==> src/rtl/relogio.sv <==
// 24-hour BCD real-time clock with prescaler and six active-low seven-segment outputs.
// Define RELOGIO_12H_EN for 12-hour mode (hours 12, 01..11, reset 12:00:00).
module relogio #(
    parameter int unsigned CLK_DIV = 50_000_000
) (
    input  logic       CLOCK_50,
    input  logic       KEY,
    output logic [6:0] HEX0,
    output logic [6:0] HEX1,
    output logic [6:0] HEX2,
    output logic [6:0] HEX3,
    output logic [6:0] HEX4,
    output logic [6:0] HEX5
);

    localparam int unsigned PW = (CLK_DIV > 1) ? $clog2(CLK_DIV) : 1;
    localparam logic [PW-1:0] PRESC_MAX = PW'(CLK_DIV - 1);

`ifdef RELOGIO_12H_EN
    localparam logic [3:0] HT_RST = 4'd1;
    localparam logic [3:0] HU_RST = 4'd2;
`else
    localparam logic [3:0] HT_RST = 4'd0;
    localparam logic [3:0] HU_RST = 4'd0;
`endif

    logic [PW-1:0] r_presc;
    logic [3:0]    r_su, r_st, r_mu, r_mt, r_hu, r_ht;
    logic [3:0]    w_su, w_st, w_mu, w_mt, w_hu, w_ht;
    logic          w_tick, w_c1, w_c2, w_c3, w_c4;

    assign w_tick = (r_presc == PRESC_MAX);
    assign w_c1   = w_tick && (r_su == 4'd9);
    assign w_c2   = w_c1   && (r_st == 4'd5);
    assign w_c3   = w_c2   && (r_mu == 4'd9);
    assign w_c4   = w_c3   && (r_mt == 4'd5);

    always_comb begin
        w_su = r_su;
        w_st = r_st;
        w_mu = r_mu;
        w_mt = r_mt;
        w_hu = r_hu;
        w_ht = r_ht;
        if (w_tick) w_su = (r_su == 4'd9) ? '0 : r_su + 4'd1;
        if (w_c1)   w_st = (r_st == 4'd5) ? '0 : r_st + 4'd1;
        if (w_c2)   w_mu = (r_mu == 4'd9) ? '0 : r_mu + 4'd1;
        if (w_c3)   w_mt = (r_mt == 4'd5) ? '0 : r_mt + 4'd1;
        if (w_c4) begin
`ifdef RELOGIO_12H_EN
            if (r_ht == 4'd1 && r_hu == 4'd2) begin
                w_ht = 4'd0;
                w_hu = 4'd1;
            end
`else
            if (r_ht == 4'd2 && r_hu == 4'd3) begin
                w_ht = 4'd0;
                w_hu = 4'd0;
            end
`endif
            else if (r_hu == 4'd9) begin
                w_ht = r_ht + 4'd1;
                w_hu = '0;
            end else begin
                w_hu = r_hu + 4'd1;
            end
        end
    end

    always_ff @(posedge CLOCK_50) begin
        if (KEY) begin
            r_presc <= '0;
            r_su    <= '0;
            r_st    <= '0;
            r_mu    <= '0;
            r_mt    <= '0;
            r_hu    <= HU_RST;
            r_ht    <= HT_RST;
        end else begin
            r_presc <= w_tick ? '0 : r_presc + PW'(1);
            r_su    <= w_su;
            r_st    <= w_st;
            r_mu    <= w_mu;
            r_mt    <= w_mt;
            r_hu    <= w_hu;
            r_ht    <= w_ht;
        end
    end

    // Active-low segments, bit 0 = a ... bit 6 = g.
    function automatic logic [6:0] seg7(input logic [3:0] d);
        case (d)
            4'd0:    seg7 = 7'h40;
            4'd1:    seg7 = 7'h79;
            4'd2:    seg7 = 7'h24;
            4'd3:    seg7 = 7'h30;
            4'd4:    seg7 = 7'h19;
            4'd5:    seg7 = 7'h12;
            4'd6:    seg7 = 7'h02;
            4'd7:    seg7 = 7'h78;
            4'd8:    seg7 = 7'h00;
            4'd9:    seg7 = 7'h10;
            default: seg7 = 7'h7F;
        endcase
    endfunction

    assign HEX0 = seg7(r_su);
    assign HEX1 = seg7(r_st);
    assign HEX2 = seg7(r_mu);
    assign HEX3 = seg7(r_mt);
    assign HEX4 = seg7(r_hu);
    assign HEX5 = seg7(r_ht);

endmodule

==> config.mk <==
export PLATFORM = sky130hd
export DESIGN_NAME = relogio
export DESIGN_NICKNAME = d
export VERILOG_FILES = /design/src/rtl/relogio.sv
export SDC_FILE = /design/constraint.sdc
export NUM_CORES = 1
export LEC_CHECK = 0
export CAP_MARGIN = 20
export CORE_UTILIZATION = 58
export DETAILED_ROUTE_END_ITERATION = 10
export PLACE_DENSITY = 0.79
export SYNTH_ARGS = -nofsm -noshare
export SYNTH_HDL_FRONTEND = slang
export SYNTH_SLANG_ARGS = --single-unit
==> constraint.sdc <==
create_clock -name CLOCK_50 -period 3.76 [get_ports CLOCK_50]
set_clock_uncertainty 0.05 [all_clocks]
set_input_delay 0.752 -clock CLOCK_50 [delete_from_list [all_inputs] [get_ports CLOCK_50]]
set_output_delay 0.752 -clock CLOCK_50 [all_outputs]
set_load 0.005 [all_outputs]
==> flow_summary.ini <==
[routing]
vias = 4506
wl_mm = 11.2
drc = 0
wl_per_cell_um = 14.7
drt_iter0_markers = 293
dr.pass1.iters = 5
vias_per_cell = 5.91
antenna_left = 0

[logic_synthesis]
synth-edff-count = 0
synth_ff_type = dfxtp_1
avgSynthCellArea_um2 = 8.40
synth_cell_type_count = 74
syn_inst = 616
synth.net_count = 653
seq_area_frac_synth_pct = 35.6
yosys_warnings = 0
synth-seq-cells = 92
synthArstFlopShare_pct = 0
syn_area_um2 = 5170

[pwr]
pwr-share-clk_pct = 40.9
p_comb_share_pct = 2.0
p_seq_share_pct = 57.1
netSwitchingFraction_pct = 24.0
power_density_nw_per_um2 = 291
p_total_mw = 1.72
p_int_mw = 1.31
leakagePower_nw = 2.21
p_sw_mw = 0.411
peakVddDrop_mv = 0.209

[global_routing]
grt_max_degree = 43
track_usage_pct = 26.1
first_global_vias = 4127
grt_pass1_wl_mm = 18.8
grt_overflow = 0
grt_antenna_before_repair = 0

[timing]
slew_headroom_pct = 50.7
worstMarginPinSlew_ps = 740
rsz0062_at_grt = false
holdWs_ps = 424
finalSetupTns_ps = 0
setup_violations = 0
period_share_pct = 88.1
hold_violations = 0
maxSlewViolCount = 0
finalCriticalPeriod_ps = 3310
fmax_mhz = 302

[worst_setup_path]
arrival_ps = 3520
critPathSlowestCell = or4_4
critPathMaxFanout = 21
cp-end-kind = register
crit_family = simple AND/OR/NAND/NOR gates
slowest_delay_ps = 660
start_kind = register
worstSetupPathDepth = 10
worstSetupPathType = register to register
path_buf_inv = 1
crit_chain = ha_1 > nand4_4 > or4_4 > nor4_2 > mux2i_1 > nor2_1 > inv_1 > ha_1 > nor4_1 > nor3_1
worstRegToRegCells = 10
crit_top_cell = ha_1
required_ps = 3970

[final_layout]
final_layout_size_suffix_gt1_share_pct = 8.55
final_area_um2 = 5900
num-nets-final = 687
area_growth_pct = 14.0
diodes = 0
fin_cells = 763

[place]
io_buffers = 43
dp_hpwl_mm = 8.01
routabilityCongestion = 0.921
dp.cells = 747
dpl-instance-area_um2 = 5690

[cts]
post_cts_buffers = 0
clkTransAtPathRegs_ps = 100
htreeDepth = 3
clk_latency_ps = 370
clk_path_buf_depth = 2
ctsHoldBuffers = 0
cts_tree = yes
cts_root_buffer = clkbuf_8
cts.sinks = 92
post_cts_resize_count = 0
cts_inserted_buffers = 9

[floorplanning]
ios = 44
start_util_pct = 59.6
dieArea_um2 = 9300
dieWidth_um = 96.4
core_area_um2 = 8680
fp.dieH_um = 96.4
rows = 34

[min_path]
hold-path-cell-count = 1
holdCritPathClass = register to register

[job]
drv_cap = 0

[status]
status = finished, final reports clean
-- area by class of cell --
class                      instances  area, um2
multi-input combinational        452       3050
fill                             732       2780
sequential                        92       1840
timing repair buffer              55        515
inverter                          40        151
tap                              108        135
clock buffer                       9        124
clock inverter                     7       83.8
-- power by group through the flow --
stage | registers [mW] | clock network, mW | logic [mW]
after floorplan | 1.00 | 0 | 0.0254
after global routing | 0.980 | 0.758 | 0.0391
after detailed placement | 1.00 | 0 | 0.0348
after CTS | 0.979 | 0.717 | 0.0350
final | 0.979 | 0.702 | 0.0350
after global placement | 1.00 | 0 | 0.0338
-- routing by layer --
metal,GRT usage [%],up-vias,wire (um)
met1,33.5,2125,5160
met3,4.62,25,361
li1,-,2240,-
met2,43.1,116,5480
met5,0,-,0
met4,10.8,0,225
-- final timing paths --
| path | to | slack, ps | startpoint |
|---|---|---|---|
| worst max-delay path | HEX5[3]$_DFF_P_ | 450 | r_presc[0]$_SDFF_PP0_ |
| worst max register to register | HEX5[3]$_DFF_P_ | 450 | r_presc[0]$_SDFF_PP0_ |
| worst min-delay path | r_presc[0]$_SDFF_PP0_ | 420 | r_presc[0]$_SDFF_PP0_ |
| worst min register to register | r_presc[0]$_SDFF_PP0_ | 420 | r_presc[0]$_SDFF_PP0_ |
-- cell usage in the layout, fill, tap and decap left out, types with 8 or more instances in the layout --
| cell type | instances |
|---|---|
| nand2_1 | 35 |
| xor2_1 | 15 |
| xnor2_1 | 16 |
| buf_4 | 12 |
| inv_1 | 39 |
| mux2i_1 | 14 |
| nand2b_1 | 9 |
| nand4_1 | 13 |
| nor4_1 | 12 |
| o21ai_0 | 22 |
| a21oi_1 | 36 |
| clkbuf_8 | 9 |
| nor3_1 | 21 |
| nor2_1 | 89 |
| ha_1 | 35 |
| dfxtp_1 | 92 |
| clkdlybuf4s50_1 | 42 |
| nand3_1 | 16 |
| a31oi_1 | 8 |
-- synth_stat cells, types with 3 or more instances --
cell type  instances  area [um2]
nand2b_1           9        56.3
a311oi_1           5        43.8
nor3b_1            6        45.0
nor3_1            21         105
nand2_1           35         131
xnor2_1           16         140
and3_1             3        18.8
mux2_2             6        67.6
dfxtp_1           92        1840
buf_1              5        18.8
nor4_1            13        81.3
or2_2              4        25.0
ha_1              35         438
mux2i_1           14         140
clkbuf_1          24        90.1
a2bb2oi_1          3        26.3
a31oi_1            8        50.1
o22ai_1            6        37.5
nand4_1           13        81.3
xor2_1            15         131
nor2_1            89         334
o21a_1             5        37.5
o21ai_0           22         110
nand3_1           16        80.1
nor3_2             3        30.0
a21o_1             3        22.5
and4_1             5        43.8
inv_1             39         146
a21oi_1           36         180
nor2b_1            5        31.3
o31ai_1            6        45.0
and2_1             3        18.8
-- worst register-to-register path: cells and delay by family (launching register included) --
family / cells / cell delay, ps
fa+ha+maj: 2 / 520
flops: 1 / 380
mux: 1 / 330
simple gates: 6 / 1760
buf+inv: 1 / 150
-- metrics by stage --
step / util [%] / setup WS, ps
after global routing: 68.0 / 221
after detailed placement: 65.6 / 457
after floorplan: - / 596
after global placement: 65.6 / 589
after CTS: 68.0 / 434
final: 68.0 / 449
-- state kept, by name (all words and copies together) (netlist names) --
register  flops
r_hu          4
HEX3          7
HEX2          7
r_mu          4
r_ht          4
r_presc      26
r_su          4
HEX5          7
r_mt          4
HEX4          7
r_st          4
HEX0          7
HEX1          7
-- kinds of logic (layout without fill, tap and decap cells) --
group	count (synthesis)	after routing	synth area share [%]
multiplexers	20	20	4.02
buffers and inverters	72	111	5.61
AND/OR/NAND/NOR	244	244	25.3
AO/OA/AOI/OAI	122	122	15.8
XOR/XNOR	31	31	5.25
adder cells (fa/ha/maj)	35	35	8.47
flip-flops	92	92	35.6
(Power assumes the default switching activity.)
